`src/rtl/fc_pkg.sv`:
```
// rtl/fc_pkg.sv - shared state encodings and widths for the fully-connected feeder
package fc_pkg;

    localparam int IN_DATA_WIDTH_DEFAULT = 16;
    localparam int RESULT_WIDTH          = 4 * IN_DATA_WIDTH_DEFAULT;

    typedef enum logic [2:0] {
        ST_IDLE  = 3'd0,
        ST_CLR   = 3'd1,
        ST_FETCH = 3'd2,
        ST_DRAIN = 3'd3,
        ST_DONE  = 3'd4
    } fc_state_t;

endpackage

```
`src/rtl/fc_addr_counter.sv`:
```
// rtl/fc_addr_counter.sv - loadable up-counter with a terminal-value flag
module fc_addr_counter #(
    parameter int WIDTH = 7
) (
    input  logic             clk,
    input  logic             reset,
    input  logic             load_i,
    input  logic             en_i,
    input  logic [WIDTH-1:0] last_val_i,
    output logic [WIDTH-1:0] cnt_o,
    output logic             last_o
);

    logic [WIDTH-1:0] cnt_q;
    logic [WIDTH-1:0] cnt_d;

    // Load clears to zero and wins over a simultaneous enable.
    always_comb begin
        cnt_d = cnt_q;
        if (load_i) begin
            cnt_d = '0;
        end else if (en_i) begin
            cnt_d = cnt_q + WIDTH'(1);
        end
    end

    // Count register.
    always_ff @(posedge clk or posedge reset) begin
        if (reset) begin
            cnt_q <= '0;
        end else begin
            cnt_q <= cnt_d;
        end
    end

    assign cnt_o  = cnt_q;
    assign last_o = (cnt_q == last_val_i);

endmodule

```
`src/rtl/fc_core_feeder.sv`:
```
// rtl/fc_core_feeder.sv - streams node/weight pairs into one MAC core and latches its result
module fc_core_feeder
    import fc_pkg::*;
#(
    parameter int IN_DATA_WIDTH = IN_DATA_WIDTH_DEFAULT,
    parameter int NUM_INPUT     = 64,
    parameter int ADDR_WIDTH    = 6
) (
    input  logic                       clk,
    input  logic                       reset,
    input  logic                       i_start,
    input  logic [ADDR_WIDTH:0]        i_num_in,
    input  logic [IN_DATA_WIDTH-1:0]   i_bias,
    output logic                       o_idle,
    output logic                       o_done,
    output logic [ADDR_WIDTH-1:0]      o_node_addr,
    output logic                       o_node_ce,
    input  logic [IN_DATA_WIDTH-1:0]   i_node_q,
    output logic [ADDR_WIDTH-1:0]      o_wegt_addr,
    output logic                       o_wegt_ce,
    input  logic [IN_DATA_WIDTH-1:0]   i_wegt_q,
    output logic                       o_core_run,
    output logic                       o_core_valid,
    output logic [IN_DATA_WIDTH-1:0]   o_core_node,
    output logic [IN_DATA_WIDTH-1:0]   o_core_wegt,
    output logic [IN_DATA_WIDTH-1:0]   o_core_bias,
    input  logic                       i_core_valid,
    input  logic [4*IN_DATA_WIDTH-1:0] i_core_result,
    output logic [4*IN_DATA_WIDTH-1:0] o_result,
    output logic                       o_result_valid
);

    localparam int            RES_W = 4 * IN_DATA_WIDTH;
    localparam int            CW    = ADDR_WIDTH + 1;
    localparam logic [CW-1:0] MAX_N = CW'(NUM_INPUT);

    fc_state_t              state_q, state_d;
    logic [CW-1:0]          n_q;
    logic [IN_DATA_WIDTH-1:0] bias_q;
    logic                   core_valid_q;
    logic                   core_last_q;
    logic [RES_W-1:0]       result_q;

    logic [CW-1:0]          last_idx;
    logic [CW-1:0]          addr_cnt;
    logic [CW-1:0]          beat_cnt;
    logic                   addr_last;
    logic                   beat_last;
    logic                   cnt_load;
    logic                   fetch_en;
    logic                   beat_en;
    logic                   ce;
    logic                   capture;
    logic                   unused_cnt_bits;

    // N-1 is only meaningful once FETCH is reachable (N >= 1).
    assign last_idx = n_q - CW'(1);

    fc_addr_counter #(.WIDTH(CW)) u_addr_cnt (
        .clk        (clk),
        .reset      (reset),
        .load_i     (cnt_load),
        .en_i       (fetch_en),
        .last_val_i (last_idx),
        .cnt_o      (addr_cnt),
        .last_o     (addr_last)
    );

    fc_addr_counter #(.WIDTH(CW)) u_beat_cnt (
        .clk        (clk),
        .reset      (reset),
        .load_i     (cnt_load),
        .en_i       (beat_en),
        .last_val_i (last_idx),
        .cnt_o      (beat_cnt),
        .last_o     (beat_last)
    );

    assign unused_cnt_bits = ^{addr_cnt[ADDR_WIDTH], beat_cnt};

    // Next-state and per-state control strobes.
    always_comb begin
        state_d  = state_q;
        ce       = 1'b0;
        cnt_load = 1'b0;
        fetch_en = 1'b0;
        beat_en  = 1'b0;
        capture  = 1'b0;
        case (state_q)
            ST_IDLE: begin
                if (i_start) begin
                    state_d = ST_CLR;
                end
            end
            ST_CLR: begin
                cnt_load = 1'b1;
                state_d  = (n_q == '0) ? ST_DONE : ST_FETCH;
            end
            ST_FETCH: begin
                ce       = 1'b1;
                fetch_en = ~addr_last;
                beat_en  = i_core_valid;
                if (addr_last) begin
                    state_d = ST_DRAIN;
                end
            end
            ST_DRAIN: begin
                beat_en = i_core_valid;
                if (i_core_valid && beat_last) begin
                    capture = 1'b1;
                    state_d = ST_DONE;
                end
            end
            ST_DONE: begin
                state_d = ST_IDLE;
            end
            default: begin
                state_d = ST_IDLE;
            end
        endcase
    end

    // State register.
    always_ff @(posedge clk or posedge reset) begin
        if (reset) begin
            state_q <= ST_IDLE;
        end else begin
            state_q <= state_d;
        end
    end

    // Sample N (clamped) and bias only when a start is accepted.
    always_ff @(posedge clk or posedge reset) begin
        if (reset) begin
            n_q    <= '0;
            bias_q <= '0;
        end else if (state_q == ST_IDLE && i_start) begin
            n_q    <= (i_num_in > MAX_N) ? MAX_N : i_num_in;
            bias_q <= i_bias;
        end
    end

    // Operand valid and last-beat flag trail the BRAM read by one cycle.
    always_ff @(posedge clk or posedge reset) begin
        if (reset) begin
            core_valid_q <= 1'b0;
            core_last_q  <= 1'b0;
        end else begin
            core_valid_q <= ce;
            core_last_q  <= ce & addr_last;
        end
    end

    // Result latch: the Nth returned beat, or zero for an empty neuron.
    always_ff @(posedge clk or posedge reset) begin
        if (reset) begin
            result_q <= '0;
        end else if (capture) begin
            result_q <= i_core_result;
        end else if (state_q == ST_CLR && n_q == '0) begin
            result_q <= '0;
        end
    end

    assign o_idle         = (state_q == ST_IDLE);
    assign o_done         = (state_q == ST_DONE);
    assign o_result_valid = (state_q == ST_DONE);
    assign o_core_run     = (state_q == ST_CLR);
    assign o_node_ce      = ce;
    assign o_wegt_ce      = ce;
    assign o_node_addr    = ce ? addr_cnt[ADDR_WIDTH-1:0] : '0;
    assign o_wegt_addr    = ce ? addr_cnt[ADDR_WIDTH-1:0] : '0;
    assign o_core_valid   = core_valid_q;
    assign o_core_node    = i_node_q;
    assign o_core_wegt    = i_wegt_q;
    // The core adds bias on every beat, so only the final beat carries it.
    assign o_core_bias    = core_last_q ? bias_q : '0;
    assign o_result       = result_q;

endmodule

```
`config.mk`:
```
export PLATFORM = sky130hd
export DESIGN_NAME = fc_core_feeder
export DESIGN_NICKNAME = d
export VERILOG_FILES = /design/src/rtl/fc_pkg.sv /design/src/rtl/fc_addr_counter.sv /design/src/rtl/fc_core_feeder.sv
export SDC_FILE = /design/constraint.sdc
export NUM_CORES = 1
export LEC_CHECK = 0
export ABC_CLOCK_PERIOD_IN_PS = 7400
export CELL_PAD_IN_SITES_DETAIL_PLACEMENT = 0
export CELL_PAD_IN_SITES_GLOBAL_PLACEMENT = 1
export CORE_MARGIN = 5
export CORE_UTILIZATION = 33
export DETAILED_ROUTE_END_ITERATION = 16
export HOLD_SLACK_MARGIN = 0.15
export PLACE_DENSITY_LB_ADDON = 0.12
export SYNTH_ARGS = -nofsm -noshare
export SYNTH_HDL_FRONTEND = slang
export SYNTH_SLANG_ARGS = --single-unit
```
`constraint.sdc`:
```
create_clock -name clk -period 7.4 [get_ports clk]
set_input_delay 1.48 -clock clk [delete_from_list [all_inputs] [get_ports clk]]
set_output_delay 1.48 -clock clk [all_outputs]
set_load 0.02 [all_outputs]
```
Yosys cells after proc, flatten, opt, wreduce, memory -nomap -nowiden
Cells that the tools add are included.
{"block": "totals", "regBits": 106, "output_inout_bits": 131, "word_cells": 53, "inputBits": 123}
{"block": "classes", "add_sub_neg": 3, "order_cmp": 1, "bitwise": 2, "muxes": 20, "eq_ne": 9, "n_reduce_logical": 10}
{"op": "$mux W64", "count": 2}
{"op": "$mux W7", "count": 5}
{"op": "$mux W16", "count": 1}
{"op": "$add A7 B1 Y7 const B", "count": 2}
{"op": "$eq A7 B7 Y1", "count": 2}
{"op": "$mux W3", "count": 4}
{"op": "$pmux W3 S4", "count": 1}
{"op": "$gt A7 B7 Y1 const B", "count": 1}
{"op": "$logic_not A7 Y1", "count": 1}
{"op": "$sub A7 B1 Y7 const B", "count": 1}
{"op": "$eq A3 B2 Y1 const B", "count": 2}
{"op": "$mux W1", "count": 6}
{"op": "$mux W6", "count": 1}
{"op": "$ne A2 B2 Y1 const B", "count": 3}
{"op": "$reduce_bool A2 Y1", "count": 3}
{"op": "$eq A3 B1 Y1 const B", "count": 1}
{"op": "$eq A3 B3 Y1 const B", "count": 1}
{"op": "$logic_and A1 B1 Y1", "count": 3}
{"op": "$logic_not A3 Y1", "count": 1}
{"op": "$reduce_and A3 Y1", "count": 1}
{"op": "$reduce_or A2 Y1", "count": 1}
{"op": "$and A1 B1 Y1", "count": 1}
{"op": "$not A1 Y1", "count": 1}

Logic depth before layout (Yosys ltp)
{"block": "depth", "depth_word": 6, "mapped_depth": 11, "depth_no_buf": 8}

By module
From an unflattened synthesis, not the netlist that was laid out.
{"block": "unflattened", "cells_unflattened": 468, "hier_area_um2": 5165.0}
{"mod": "fc_core_feeder", "n_inst": 1, "area_each_um2": 4394.2, "cells_each": 390, "seq_area_each_um2": 2302.2}
{"mod": "fc_addr_counter", "n_inst": 2, "area_each_um2": 385.4, "cells_each": 39, "seq_area_each_um2": 175.2}

Least setup slack after synthesis
OpenSTA, ideal clock, no wires.
{"block": "synth_path", "path_kind": "register to output", "start": "register state_q[1]", "end": "output o_wegt_addr[0]", "path_buffers": 2, "required_ns": 5.920, "arrival_time_ns": 1.830, "stages_incl_launch_ff": 6, "setup_slack_ns": 4.090, "path_cell_list": "dfrtp_1 > nor2b_1 > nor2b_1 > clkbuf_1 > and2_1 > buf_4"}
{"block": "synth_via", "elab_chain_len": 3}
{"item": "start: declaration", "line": "fc_core_feeder.sv:37", "text": "fc_state_t state_q, state_d;"}
{"item": "start signal: assignment", "line": "fc_core_feeder.sv:128", "text": "state_q <= state_d;"}
{"item": "$eq A3 B2 Y1", "line": "fc_core_feeder.sv:89", "text": "case (state_q)"}
{"item": "$mux W1", "line": "fc_core_feeder.sv:89"}
{"item": "via o_node_ce", "line": "fc_core_feeder.sv:17", "text": "output logic o_node_ce,"}
{"item": "$mux W6"}
{"item": "end: declaration", "line": "fc_core_feeder.sv:19", "text": "output logic [ADDR_WIDTH-1:0] o_wegt_addr,"}
The timed path passes the listed nets, and every way through them passes these cells.

Worst setup path after layout
{"block": "layout_path", "start": "register state_q[1]", "end": "output o_wegt_addr[4]"}
{"block": "layout_via", "elab_chain_len": 3}
{"item": "$eq A3 B2 Y1", "line": "fc_core_feeder.sv:89"}
{"item": "$mux W1", "line": "fc_core_feeder.sv:89"}
{"item": "$mux W6", "line": "fc_core_feeder.sv:172", "text": "assign o_wegt_addr = ce ? addr_cnt[ADDR_WIDTH-1:0] : '0;"}
Every way passes these cells.

==> out/summary.txt <==
Worst Setup Start Kind = flip-flop
Register area share after synthesis = 0.479
DR vias = 4119
Max frequency = 231 MHz
Ant. Diodes = 0
Top cell type's share of synthesized area = 0.479
CP Capture Type = output port
Largest net degree at the start of global routing = 66
Nets = 818
Post-synth EDFFs = 0
Layout filler cell count = 1563
Critical path destination = o_wegt_addr[4]
Max cap viols = 0
Die area = 19500 um^2
Main flop type after synthesis = dfrtp_1
Crit Reg-Reg Startpoint = n_q[0]$_DFFE_PP0P_
Core Rows = 47
Via density = 4.50
Arrival time of the worst setup path = 2.85 ns
Area growth syn-to-layout = 38.1%
Final max-slew violation count = 0
Yosys cell types = 39
Yosys warnings = 0
Dpl ws = 3.37 ns
IO Pins = 254
Initial Utilization = 0.335
Number of antenna violations at the first check in global routing = 0
Core ar. = 16500 um^2
Status = complete, no violations
Compound-cell area share of the yosys netlist = 0.0346
Peak supply drop = 0.231 mV
Final antenna-violating net count = 0
Setup-failing EPs final = 0
Initial DRC count = 145
Routed WL = 14200 um
RSZ-0062 raised after global routing = false
Largest area contributor in the netlist = dfrtp_1
Post-Synthesis Cells = 556
Post-CTS Hold Buffers = 0
Largest family of logic cells by synthesized area = multiplexers
Post-synth top cells = 106 x dfrtp_1, 83 x nand2_1, 70 x inv_1, 64 x mux2i_1, 42 x buf_4
Leak pwr = 3.40 nW
Part of the cycle the worst path needs = 0.586
Synth Area in Simple Gates = 0.151
Number of remaining DRC errors = 0
Worst hold path class = flip-flop to flip-flop
Clk pin slew, worst setup/hold paths = 0.07 ns
Worst path required time = 5.92 ns
Async set-reset flop share out of synthesis = 1.00
Adder-Cell Fraction of Synth Area = 0.00905
Gr usage total = 0.146
Die Y = 139 um
Power Density = 427 nW/um^2
CTS tree = done
Pre-Repair DR Iteration Count = 4
PostCTS Resize Cnt = 0
Die width = 139 um
Design Area, Final = 7640 um^2
Multiplexer share of the synthesized area = 0.152
#FFs+latches synth = 106
Wirelength per Cell = 15.5 um
Post-Place Cell Area = 7270 um^2
Clk Latency, worst-skew pair = 0.35 ns
R2r setup slk = 4.18 ns
Tightest Pin Transition = 1.12 ns
First-pass GRT wire length = 22900 um
Setup ws final = 3.07 ns
Post-Syn Area per Cell = 9.95 um^2
# port buffers = 189
Cts bufs inserted = 9
H-tree levels = 3
Clock root buffer = clkbuf_16
Clock skew = 0.00829 ns
Bufs on Longest Clock Path = 2
Placer congestion estimate = 0.779
Grt ovf = 0
Vias in the first global route = 4292
Synth Cell Area = 5530 um^2
Worst setup path start = state_q[1]$_DFFE_PP0P_
FF-to-FF path depth = 9
Xor/xnor cell area share of the yosys netlist = 0.0405
Post-DP HPWL = 10200 um
Top cells by area, synth = dfrtp_1 48%, mux2i_1 12%, buf_4 5.7%
Max transition margin = 0.249
Tmin final = 4.33 ns
Setup Fix Bufs, Post-CTS = 0
R2r endpoint = o_result[18]$_DFFE_PP0P_
Setup CP Type = flip-flop to output port
Setup TNS = 0 ns
Most frequent cell after synthesis = dfrtp_1
Worst-path fanout max = 14
Share of post-route cells with drive strength above 1 = 0.0647
Final Hold Fails = 0
Post-synth net total = 683
CTS Sinks = 106
-- placed cells by master, fill, tap and decap left out, drive strengths merged, types with 5 or more instances in the layout --
master         count
nand4              5
and2              25
nor2              14
clkdlybuf4s50    189
nand3              9
mux2i             64
mux2              18
dfrtp            106
a21oi              9
clkbuf            10
o21ai             12
xor2               8
nor3               5
nand2b             8
or3                5
xnor2             15
nand2             83
inv               71
-- flip-flops by register name, indices dropped and copies added, names as in the netlist --
| register | count |
|---|---|
| o_core_valid | 1 |
| bias_q | 16 |
| u_beat_cnt.cnt_o | 7 |
| n_q | 7 |
| core_last_q | 1 |
| o_result | 64 |
| state_q | 3 |
| u_addr_cnt.cnt_o | 7 |
-- layout make-up --
cell class              count  area [um^2]  share of cell area
flip-flops and latches    106         2650               0.347
well taps                 220          275              0.0360
clock buffers              10          239              0.0313
inverters                  70          265              0.0347
repair buffers            193         1920               0.251
clock inverters             6          136              0.0178
multi-input cells         311         2150               0.282
-- per-stage QoR --
stage | cells | power (W) | hold WS, ns | utilization
2_1_floorplan | 556 | 0.00206 | 0.471 | -
3_3_place_gp | 900 | 0.00266 | 0.480 | 0.440
3_5_place_dp | 900 | 0.00270 | 0.484 | 0.440
4_1_cts | 916 | 0.00332 | 0.501 | 0.462
5_1_grt | 916 | 0.00349 | 0.518 | 0.462
6_report | 916 | 0.00327 | 0.498 | 0.462
-- critical path, stage by stage (launching register included) --
cell and delay, ns:
dfrtp_1 0.44, nor2b_1 0.40, nor2b_1 0.69, nand2_1 0.25, inv_1 0.12, clkdlybuf4s50_1 0.60
-- how the worst min path moves through the flow --
stage / to / start / cells past startpoint / slack (ns)
5_1_grt: bias_q[4]$_DFFE_PP0P_ / bias_q[4]$_DFFE_PP0P_ / 1 / 0.52
4_1_cts: bias_q[1]$_DFFE_PP0P_ / bias_q[1]$_DFFE_PP0P_ / 1 / 0.50
3_5_place_dp: bias_q[1]$_DFFE_PP0P_ / bias_q[1]$_DFFE_PP0P_ / 1 / 0.48
3_3_place_gp: bias_q[12]$_DFFE_PP0P_ / bias_q[12]$_DFFE_PP0P_ / 1 / 0.48
6_report: bias_q[1]$_DFFE_PP0P_ / bias_q[1]$_DFFE_PP0P_ / 1 / 0.50
2_1_floorplan: bias_q[0]$_DFFE_PP0P_ / bias_q[0]$_DFFE_PP0P_ / 1 / 0.47
-- power by group --
part,total (W),switching [W],internal [W]
Clock,0.000600,0.000224,0.000376
Combinational,0.00158,0.000787,0.000791
Sequential,0.00109,0.000229,0.000859
Total,0.00327,0.00124,0.00203
-- kinds of logic after synthesis --
kind of cell               after synthesis
adders and majority gates                4
and+or+nand+nor                        169
DFF                                    106
xor gates and xnor gates                24
muxes                                   82
buffers and inverters                  139
AOI/OAI and AO/OA                       32
-- routing by layer --
layer  global-route usage  share of wire  vias up
met4               0.0592          0.023        0
li1                     -              -     2004
met1                0.179           0.43     1959
met2                0.232           0.46      126
met3               0.0576          0.091       30
met5                    0              0        -
Note: power is estimated with default switching activity, not from simulation.
==> RTL change 1 (config.mk and constraints unchanged) <==
Register the output `o_result_valid`; this adds one clock of latency there. The other outputs are not delayed to match.
--- a/src/rtl/fc_core_feeder.sv
+++ b/src/rtl/fc_core_feeder.sv
@@ -166,3 +166,5 @@
     assign o_done         = (state_q == ST_DONE);
-    assign o_result_valid = (state_q == ST_DONE);
+    always_ff @(posedge clk) begin
+        o_result_valid <= (state_q == ST_DONE);
+    end
     assign o_core_run     = (state_q == ST_CLR);
Formal check against the unedited RTL: not equivalent (a bounded check fails within 4 cycles, from zero or initial values and one cycle with reset high).
==> RTL change 1 against the unedited design <==
  * Sequential cell count grew 1
  * Cell area shrank 1.0%
  * Routed wire length is essentially flat
  * Fmax shrank 0.89%
  * Global-route usage shrank 0.16 points
  * Clock skew grew 2.7 ps
  * Non-clock buffer count is the same
  * Die area grew 0.21%
  * Combinational power is essentially flat
  * Largest power group unchanged
  * Critical endpoint is now o_node_addr[4]
  * Power shrank 4.3%
  * Area after synthesis grew 0.23%
  * Worst setup slack lost 39 ps
==> RTL change 1: results (changes against the unedited design) <==
run status=complete, no violations; arithmetic-cell share of the synthesized area counting full adders, half adders and majority gates=0.009025 (-0.00002041); maximum number of pins on one net before global-route repair=66 (unchanged); Syn. warnings=0 (unchanged); worst setup skew after layout=10.98 ps (+2.688 ps); number of antenna cells inserted=0 (unchanged); via count=4121 (+0.049%); CP Max Fanout=14 (unchanged); slew margin rel.=0.2098 (-0.03960); cell types with the highest counts after synthesis=sky130_fd_sc_hd__dfrtp_1 (106), sky130_fd_sc_hd__nand2_1 (83), sky130_fd_sc_hd__inv_1 (70); cell type of the slowest stage on the worst timing path=sky130_fd_sc_hd__nor2b_1; setup slack of the most critical reg-to-reg path=4200 ps (+20 ps); switching share of power=0.3969 (+0.01714); placed wire-length estimate after detailed placement=10.02 mm (-1.8%); Min Hold Slack=497.0 ps (-1.317 ps); highest clock frequency the design can meet=228.8 MHz (-0.89%); share of layout cells above drive strength 1=0.06456 (-0.00009276); CTS Buf Count=9 (unchanged); Detail Route met3 WL=1.270 mm (-0.94%); fraction of met2 tracks used by global routing=0.2341 (+0.002290); met3 track demand over resource=0.05455 (-0.003087); post-synthesis cell type count=40 (+2.6%); number of buffers and inverters on the critical path=2 (unchanged); global-route wire length before repair=22.73 mm (-0.90%); multiplexer share of the synthesized area=0.1521 (-0.0003439); number of port buffers=189 (unchanged); crit path capture=o_node_addr[4]; maximum resistive drop on vdd=0.1662 mV (-28%); share of flip-flops with an asynchronous set or reset after synthesis=0.9907 (-0.009346); Post-Syn Nets=683 (unchanged); post-cts sizing count=0 (unchanged); Worst R2R Path Depth=9 (unchanged); Tightest Hold Check Type=register to register; final weighted congestion of routability-driven global placement=0.7341 (-5.8%); DP Worst Slack=3276 ps (-91.18 ps); largest buffer count on any clock path=2 (unchanged); synthesized-area fraction occupied by xor and xnor cells=0.04039 (-0.00009133); routed metal-1 wire length=5.991 mm (-0.89%); Routed met2 length=6.612 mm (+1.6%); destination of the worst hold path=bias_q[0]$_DFFE_PP0P_; GRT met1 Usage=0.1755 (-0.003030); via count of the first global-routing pass=4258 (-0.79%); complex-gate fraction of the synthesized area=0.03452 (-0.00007807); max layer used=met4; post-synthesis sequential area ratio=0.4819 (+0.002528); routed wire length per instance=15.45 um (about the same); hold_sp=bias_q[0]$_DFFE_PP0P_; Total Nets Final=819 (+0.12%); worst flop-to-flop path startpoint=n_q[0]$_DFFE_PP0P_; antenna violations before repair=0 (unchanged); number of detailed-routing iterations run before antenna repair=5 (+1); Clk Tree Root Cell=sky130_fd_sc_hd__clkbuf_16; cells taking the most area after synthesis=sky130_fd_sc_hd__dfrtp_1 (48%), sky130_fd_sc_hd__mux2i_1 (12%), sky130_fd_sc_hd__nand2_1 (5.6%); total routing usage reported by global routing=0.1447 (-0.001575); initial DRC count=186 (+28%); setup bufs post-CTS=0 (unchanged); Arr. time, crit path=2890 ps (+40 ps); longest individual stage delay on the worst path=720 ps (+30 ps); leakage component of the power=0.003361 uW (-1.0%); worst flop-to-flop path endpoint=o_result[13]$_DFFE_PP0P_
-- RTL change 1: changes by cell type after synthesis --
cell	change
sky130_fd_sc_hd__buf_4	-1
sky130_fd_sc_hd__dfxtp_1	+1
-- RTL change 1: area by class of cell --
type / count / area (sq um)
fill: 1559 / 8960
inverter: 70 / 265.3
tap: 220 / 275.3
timing repair buffer: 193 / 1922
sequential: 107 / 2673
multi-input combinational: 311 / 2152
clock buffer: 9 / 225.2
clock inverter: 7 / 52.55
-- RTL change 1: power by group through the flow --
stage          registers [uW]  clock network (uW)  logic, uW
4_1_cts                  1100                 481       1600
3_5_place_dp             1100                   0       1600
6_report                 1090                 458       1580
3_3_place_gp             1100                   0       1570
5_1_grt                  1140                 501       1720
2_1_floorplan            1240                   0        820
-- RTL change 1: per-stage QoR --
step                area [sq um]  std cells  utilization  total power (uW)
floorplan                   5545        556            -              2064
global placement            7287        901       0.4410              2668
detailed placement          7287        901       0.4410              2701
CTS                         7565        917       0.4578              3178
global route                7565        917       0.4578              3359
finish                      7565        917       0.4578              3127
==> RTL change 2 (same flow settings) <==
Without the edit above. Change the package constant `IN_DATA_WIDTH_DEFAULT` from 16 to 20.
--- a/src/rtl/fc_pkg.sv
+++ b/src/rtl/fc_pkg.sv
@@ -3,3 +3,3 @@
 
-    localparam int IN_DATA_WIDTH_DEFAULT = 16;
+    localparam int IN_DATA_WIDTH_DEFAULT = 20;
     localparam int RESULT_WIDTH          = 4 * IN_DATA_WIDTH_DEFAULT;
Interface: changed (8 resized); port bits go from 254 to 310. No check against the original RTL was run, so the function may have changed too.
==> RTL change 2 against the unedited design <==
  * Sequential share of layout area up 1.0 points
  * Utilization rose by 1.3 points
  * Cell area up 16%
  * Register-to-register slack got worse by 480 ps
  * Power is 17% higher
  * First-iteration DRC count grew 28%
  * Critical path type unchanged
  * Clock skew grew 0.98 ps
  * Hold slack improved by 1.2 ps
  * Global-route usage rose by 2.1 points
  * Cell count is 18% higher
  * Area after synthesis grew 12%
  * Worst setup slack improved by 250 ps
  * Sequential cell count rose by 20
  * Routed wire length increased by 27%
==> RTL change 2: results (changes against the unedited design) <==
post-synthesis cell type count=49 (+26%); fraction of met2 tracks used by global routing=0.2814 (+0.04959); relative area of clock buffers and inverters in the final design=0.06363 (+0.01452); fin cells=1080 (+18%); routed metal-1 wire length=7.062 mm (+17%); final weighted congestion of routability-driven global placement=0.8008 (+2.8%); Inverters=8 (-89%); H-tree levels=4 (+1); insertion delay to the later sink of the worst-skew pair=410 ps (+60 ps); GRT met1 Usage=0.1870 (+0.008451); Placement Cell Area=0.008267 sq mm (+14%); destination of the worst hold path=bias_q[16]$_DFFE_PP0P_; placed wire-length estimate after detailed placement=12.90 mm (+26%); fraction of area in multi-input gates=0.2785 (-0.003111); slew margin rel.=0.3668 (+0.1174); cell type of the slowest stage on the worst timing path=sky130_fd_sc_hd__clkdlybuf4s50_1; via count of the first global-routing pass=5311 (+24%); Inst Count DP=1049 (+17%); longest individual stage delay on the worst path=610 ps (-80 ps); maximum resistive drop on vdd=0.2039 mV (-12%); multiplexer share of the synthesized area=0.03990 (-0.1125); area overhead of the layout relative to synthesis=42.92%; leakage component of the power=0.003725 uW (+9.7%); non-clock buffer count in the final layout=234 (+21%); via count=5094 (+24%); count of filler cells inserted in the layout=1755 (+12%); arithmetic-cell share of the synthesized area counting full adders, half adders and majority gates=0.008102 (-0.0009436); post-synthesis sequential area ratio=0.5104 (+0.03101); routed wire length=17.99 mm (+27%); combinational power=1740 uW (+10%); total number of multi-input combinational cells=447 (+44%); internal power summed over all cells=2327 uW (+15%); Detail Route met3 WL=1.593 mm (+24%); most frequently used cell type in the post-synthesis netlist=sky130_fd_sc_hd__nand2_1; initial DRC count=185 (+28%); Total Nets Final=989 (+21%); run status=complete, no violations; worst flop-to-flop path endpoint=o_result[12]$_DFFE_PP0P_; buffering overhead=0.2639 (+0.01242); total routing usage reported by global routing=0.1668 (+0.02054); global-route wire length before repair=28.64 mm (+25%); Routed met2 length=8.958 mm (+38%); Largest register FFs=80 (+25%); CP delay by family, top=buffers and inverters; Min Hold Slack=499.5 ps (+1.157 ps); Seq cells=126 (+19%); synthesized-area fraction occupied by xor and xnor cells=0.03140 (-0.009084); worst setup skew after layout=9.269 ps (+0.9805 ps); complex-gate fraction of the synthesized area=0.1086 (+0.07397); register cell area after layout=0.003153 sq mm (+19%)
RTL change 2: changes by cell type after synthesis, moves of 7 or more:
cell and delta:
sky130_fd_sc_hd__buf_2 +9, sky130_fd_sc_hd__clkbuf_1 +14, sky130_fd_sc_hd__dfrtp_1 +20, sky130_fd_sc_hd__inv_1 -62
sky130_fd_sc_hd__mux2i_1 -63, sky130_fd_sc_hd__nand2_1 +101, sky130_fd_sc_hd__o21ai_0 +76, sky130_fd_sc_hd__xnor2_1 -7
RTL change 2: worst max path at each step:
stage,endpoint,slack [ps],cells after the start
2_1_floorplan,bias_q[0]$_DFFE_PP0P_,2560,1
5_1_grt,o_wegt_addr[1],3070,5
4_1_cts,o_node_addr[4],3240,5
3_3_place_gp,o_result[30]$_DFFE_PP0P_,3170,7
6_report,o_node_addr[2],3320,5
3_5_place_dp,o_result[29]$_DFFE_PP0P_,3050,7
